**src/rtl/sound_source_arbiter.sv**
```systemverilog
// rtl/sound_source_arbiter.sv - round-robin owner of the shared audio sample path
// Generates the sample tick, grants one source at a time with a minimum quantum, latches its sample.
module sound_source_arbiter #(
  parameter int clk_mhz        = 27,
  parameter int sample_rate_hz = 48000,
  parameter int n_src          = 4,
  parameter int w_sample       = 16,
  parameter int quantum_ticks  = 256
) (
  input  logic                      clk,
  input  logic                      rst,
  input  logic [n_src-1:0]          req,
  input  logic [n_src*w_sample-1:0] sample_in,
  output logic [n_src-1:0]          grant,
  output logic [n_src-1:0]          ack,
  output logic [w_sample-1:0]       sound,
  output logic                      sample_tick,
  output logic                      busy
);

  localparam int period = (clk_mhz * 1000000) / sample_rate_hz;
  localparam int tick_w = $clog2(period + 1);
  localparam int cnt_w  = $clog2(quantum_ticks + 1);
  localparam int idx_w  = (n_src > 1) ? $clog2(n_src) : 1;
  localparam int iw1    = idx_w + 1;

  localparam logic [0:0] st_idle = 1'b0;
  localparam logic [0:0] st_own  = 1'b1;

  logic [tick_w-1:0] tick_cnt;
  logic [0:0]        state;
  logic [idx_w-1:0]  owner;
  logic [idx_w-1:0]  last_owner;
  logic [cnt_w-1:0]  own_cnt;

  logic              tick;
  logic              owner_req;
  logic              take;
  logic              others;
  logic [idx_w-1:0]  idle_pick;
  logic [idx_w-1:0]  rot_pick;

  // First set bit of mask scanning from base+1 upward, wrapping modulo n_src.
  function automatic logic [idx_w-1:0] rr_pick(input logic [n_src-1:0] mask,
                                               input logic [idx_w-1:0] base);
    logic [idx_w-1:0] sel;
    logic             found;
    logic [iw1-1:0]   s;
    sel   = '0;
    found = 1'b0;
    for (int k = 1; k <= n_src; k++) begin
      s = {1'b0, base} + iw1'(k);
      if (s >= iw1'(n_src)) s = s - iw1'(n_src);
      if (!found && mask[s[idx_w-1:0]]) begin
        sel   = s[idx_w-1:0];
        found = 1'b1;
      end
    end
    return sel;
  endfunction

  function automatic logic [n_src-1:0] onehot(input logic [idx_w-1:0] i);
    return {{(n_src-1){1'b0}}, 1'b1} << i;
  endfunction

  always_comb begin
    tick      = (tick_cnt == tick_w'(period - 1));
    owner_req = req[owner];
    take      = (state == st_own) && tick && owner_req;
    others    = |(req & ~grant);
    idle_pick = rr_pick(req, last_owner);
    rot_pick  = rr_pick(req & ~grant, owner);
    ack       = take ? grant : '0;
    sample_tick = tick;
    busy      = |grant;
  end

  always_ff @(posedge clk) begin
    if (rst) begin
      tick_cnt   <= '0;
      state      <= st_idle;
      owner      <= '0;
      last_owner <= idx_w'(n_src - 1);
      own_cnt    <= '0;
      grant      <= '0;
      sound      <= '0;
    end else begin
      tick_cnt <= tick ? '0 : tick_cnt + tick_w'(1);
      if (tick) sound <= take ? sample_in[owner*w_sample +: w_sample] : '0;

      case (state)
        st_idle: begin
          if (|req) begin
            state   <= st_own;
            owner   <= idle_pick;
            grant   <= onehot(idle_pick);
            own_cnt <= '0;
          end
        end
        default: begin
          if (!owner_req) begin
            state      <= st_idle;
            grant      <= '0;
            last_owner <= owner;
          end else if (take) begin
            // Saturated counter means the quantum is spent; hand over at the first tick a rival waits.
            if (own_cnt >= cnt_w'(quantum_ticks - 1) && others) begin
              last_owner <= owner;
              owner      <= rot_pick;
              grant      <= onehot(rot_pick);
              own_cnt    <= '0;
            end else if (own_cnt != cnt_w'(quantum_ticks)) begin
              own_cnt <= own_cnt + cnt_w'(1);
            end
          end
        end
      endcase
    end
  end

endmodule

```
**config.mk**
```make
export PLATFORM = sky130hd
export DESIGN_NAME = sound_source_arbiter
export DESIGN_NICKNAME = d
export VERILOG_FILES = /design/src/rtl/sound_source_arbiter.sv
export SDC_FILE = /design/constraint.sdc
export NUM_CORES = 1
export LEC_CHECK = 0
export ABC_AREA = 1
export CORE_ASPECT_RATIO = 2
export CORE_MARGIN = 2
export CORE_UTILIZATION = 37
export CTS_CLUSTER_DIAMETER = 50
export CTS_CLUSTER_SIZE = 25
export DETAILED_ROUTE_END_ITERATION = 7
export PLACE_DENSITY = 0.74
export SYNTH_ARGS = -nofsm -noshare
export SYNTH_HDL_FRONTEND = slang
export SYNTH_SLANG_ARGS = --single-unit
```
**constraint.sdc**
```tcl
create_clock -name clk -period 2.8 [get_ports clk]
set_input_delay 0.42 -clock clk [delete_from_list [all_inputs] [get_ports clk]]
set_output_delay 0.42 -clock clk [all_outputs]
set_load 0.02 [all_outputs]
```
==> results.txt <==
----------------------------------------------------
[Die]
  Placeable core region ... between 8000 and 9000 um2
  Number of placed I/O pins ... 96
  Die Ht ... roughly 130 um
  DIE WIDTH ... between 60 and 70 um
  Die Area ... between 9000 and 10000 um2
  Row count ... 47
  Initial core utilization ... 37.7%

[Timing]
  Final setup fails ... 0
  PnR worst setup slack ... about 130 ps
  Fin crit share ... approximately 95%
  Setup clock skew after layout ... 4.32 ps
  Final sum of negative setup slack ... 0 ps
  Worst hold-check slack ... between 400 and 500 ps
  Headroom to the max-slew limit ... roughly 64%
  Highest clock frequency the design can meet ... about 0.38 GHz
  Final max-slew violation count ... 0
  Total count of hold-check failures in the final report ... 0
  RSZ-0062 raised after global routing ... no
  Actual transition at the worst max-transition pin ... around 530 ps
  Post-route minimum period ... 2670 ps

[CTS]
  H-tree depth ... 2
  Number of post-CTS setup repair buffers ... 0
  Clock Sinks ... 44
  Clock transition time at the flip-flop clock pins of the worst setup and hold paths ... about 60 ps
  Inserted Clock Buffers ... 5
  Clock Latency Late Sink ... between 200 and 300 ps
  Hold buffer count at CTS ... 0
  CTS Root Buffer Type ... clkbuf_16
  TritonCTS clock tree ... yes
  Number of buffers on the longest clock path ... 2
  Count of instances resized after the clock tree is built ... 0

[Layout]
  FILL cells ... 797
  Design area ... 4300 um2
  Final layout net count ... about 650
  Area growth from synthesis to layout ... 39.5%
  Final cell count without fillers ... 676
  Number of antenna repair diodes ... 0
  Layout cells sized above 1 ... under 10%

[Global routing]
  Global-route usage over all layers ... a little over a fifth
  Pin count of the biggest net entering global routing ... 28
  Antenna violations before repair ... 0
  First-pass GRT wire length ... about 15000 um
  Vias in the first global route ... 3464
  Final global-route overflow total ... 0

[Synthesis]
  Post-synth cell types ... 40
  Number of flops mapped to enable cells by yosys ... 0
  Top flip-flop cell by instance count after synthesis ... dfxtp_1
  Synth Warn # ... 0
  Top cell type by total area after synthesis ... dfxtp_1
  Gate Count Post-Synth ... 484
  Synthesized area divided by synthesized cell count ... approximately 6.4 um2
  Synthesized Nets ... about 560
  Async set-reset flop share out of synthesis ... 0%
  Seq/Total Area, Yosys ... between 20 and 30%
  Post-synthesis instance area ... approximately 3100 um2
  Number of storage elements in the synthesis netlist ... 44
  Post-synth top area share ... 28.6%
  Cells taking the most area after synthesis ... dfxtp_1, nand2_1, nand3_1

[Status]
  Result of the run ... complete, no violations

[Power and ir drop]
  Clock group share of total power ... 22.8%
  Internal Dissipation ... about 1.7 mW
  Pwr/cell area ... 692 nW/um2
  Gate power share ... between 50 and 60%
  Proportion of power drawn by flip-flops and latches ... 25.8%
  Cell leakage power ... about 1.8 nW
  IR Drop Worst-Case VDD ... ~0.37 mV
  Switching power share of the total ... a little over two fifths
  Switching pwr ... around 1.3 mW

[Min path]
  Path category of the worst min-delay check ... flop to flop

[Drt]
  Average wire length per cell after detail routing ... around 14 um
  Number of design rule violations left after detail routing ... 0
  Vias post-DR ... around 3600
  1st-pass router iterations ... 5
  Ratio of routed vias to standard cells ... 5.39
  Remaining antenna violation count ... 0
  Drt first-iter violations ... between 100 and 150
  Total wire length ... between 9000 and 10000 um

[Placement]
  Final weighted congestion in routability-driven placement ... about 0.94
  Number of buffers inserted by port buffering ... 95
  Pre-CTS WS ... between 150 and 200 ps
  Cell area reported after detailed placement ... approximately 4100 um2
  # placed instances ... 668
  Sum of net half-perimeters after detailed placement ... around 7300 um

[Worst setup path]
  WP data arrival ... between 2000 and 2500 ps
  Highest net fanout along the worst path ... 7
  Worst setup EP type ... output pin
  Nature of the critical path startpoint ... flop
  Category of the most critical setup path ... flop to output pin
  Required time worst endpoint ... about 2400 ps

[Flow run]
  Max capacitance violation total ... 0

----------------------------------------------------
==> layer usage <==
metal  vias to the layer above  part of all wire (%)  global-route usage (%)
li1                       1812                     -                       -
met1                      1670                    36                    20.7
met2                       125                    55                    40.7
met3                        34                   4.3                    2.98
met4                         0                   4.8                    12.8
met5                         -                     0                       0
==> layout make-up <==
| type | count | area, um2 | share of cell area [%] |
|---|---|---|---|
| Tap cell | 98 | 123 | 2.85 |
| Multi-Input combinational cell | 375 | 1920 | 44.7 |
| Timing Repair Buffer | 105 | 1030 | 23.9 |
| Sequential cell | 44 | 881 | 20.5 |
| Clock inverter | 3 | 46.3 | 1.08 |
| Clock buffer | 5 | 125 | 2.91 |
| Inverter | 46 | 175 | 4.08 |
==> placed cells by master, fill, tap and decap left out, types with 2 or more instances in the layout <==
cell type        synthesis  layout
nor3_1                   9       9
inv_1                   31      31
nand2_4                  3       3
a31oi_1                  2       2
ha_1                     5       5
dfxtp_1                 44      44
nor2_1                  45      45
nand2_1                129     129
o21ai_0                 22      22
nor4_1                   4       4
clkdlybuf4s50_1          0      95
nand2_2                  7       7
nor2_4                   2       2
a21oi_1                 32      32
o21ai_1                  8       8
a21oi_2                  2       2
nand3_2                  2       2
xor2_1                   4       4
o21bai_1                 2       2
nand3_1                 59      59
buf_4                    1      10
nor2_2                   4       4
inv_2                   12      12
clkinv_1                 2       2
nand4_1                  8       8
clkbuf_16                0       5
a221oi_1                16      16
==> path summary, 6_finish.rpt <==
path                           start                      end  slack [ps]  cells after the start
min reg2reg   sound[12]$_SDFFE_PP0N_   sound[12]$_SDFFE_PP0N_         480                      2
max            owner[0]$_SDFFE_PP0P_                   ack[1]         130                      7
min           sound[12]$_SDFFE_PP0N_   sound[12]$_SDFFE_PP0N_         480                      2
max reg2reg  own_cnt[0]$_SDFFE_PP0P_  own_cnt[0]$_SDFFE_PP0P_         480                     13
==> power by group through the flow <==
stage	registers (mW)	clock network [mW]	logic, mW
6_report	0.768	0.679	1.53
2_1_floorplan	0.770	0	1.09
3_3_place_gp	0.778	0	1.48
5_1_grt	0.776	0.714	1.70
4_1_cts	0.766	0.690	1.52
3_5_place_dp	0.779	0	1.51
==> stage by stage <==
step | util, % | power, mW
after floorplan | - | 1.86
after global placement | 50.5 | 2.26
after detailed placement | 50.5 | 2.29
after CTS | 52.6 | 2.98
after global routing | 52.6 | 3.19
final | 52.6 | 2.97
==> Yosys cell counts, types with 2 or more instances <==
| cell type | number |
|---|---|
| o21bai_1 | 2 |
| inv_1 | 31 |
| a21oi_2 | 2 |
| nor3_1 | 9 |
| nand4_1 | 8 |
| a31oi_1 | 2 |
| buf_2 | 5 |
| buf_6 | 3 |
| a221oi_1 | 16 |
| ha_1 | 5 |
| nor4_1 | 4 |
| nor2_2 | 4 |
| clkbuf_1 | 9 |
| clkinv_1 | 2 |
| a21oi_1 | 32 |
| nand3_2 | 2 |
| xor2_1 | 4 |
| nand2_1 | 129 |
| nand2_2 | 7 |
| dfxtp_1 | 44 |
| nand3_1 | 59 |
| o21ai_1 | 8 |
| nor2_1 | 45 |
| inv_2 | 12 |
| nand2_4 | 3 |
| o21ai_0 | 22 |
| nor2_4 | 2 |
==> state kept, by name, indices dropped and copies added (netlist names) <==
register and flops:
grant 4, last_owner 2, own_cnt 9, owner 2, sound 16, state 1
tick_cnt 10
==> worst max-delay path, cell delays in order (launching register included) <==
cell and delay, ps:
dfxtp_1 570, nand2_2 170, o22ai_2 210, nor2_4 80, nor2_8 130, nand2_4 90, nor2_1 100, clkdlybuf4s50_1 600
==> logic make-up (layout without fill, tap and decap cells) <==
family / Yosys count / in the layout / share of synthesized area [%]
and+or+nand+nor: 277 / 277 / 41.3
buffers and inverters: 65 / 159 / 9.06
AOI/OAI and AO/OA: 88 / 88 / 17.6
DFF: 44 / 44 / 28.6
xor gates and xnor gates: 5 / 5 / 1.42
adders and majority gates: 5 / 5 / 2.03
(Power assumes the default switching activity.)
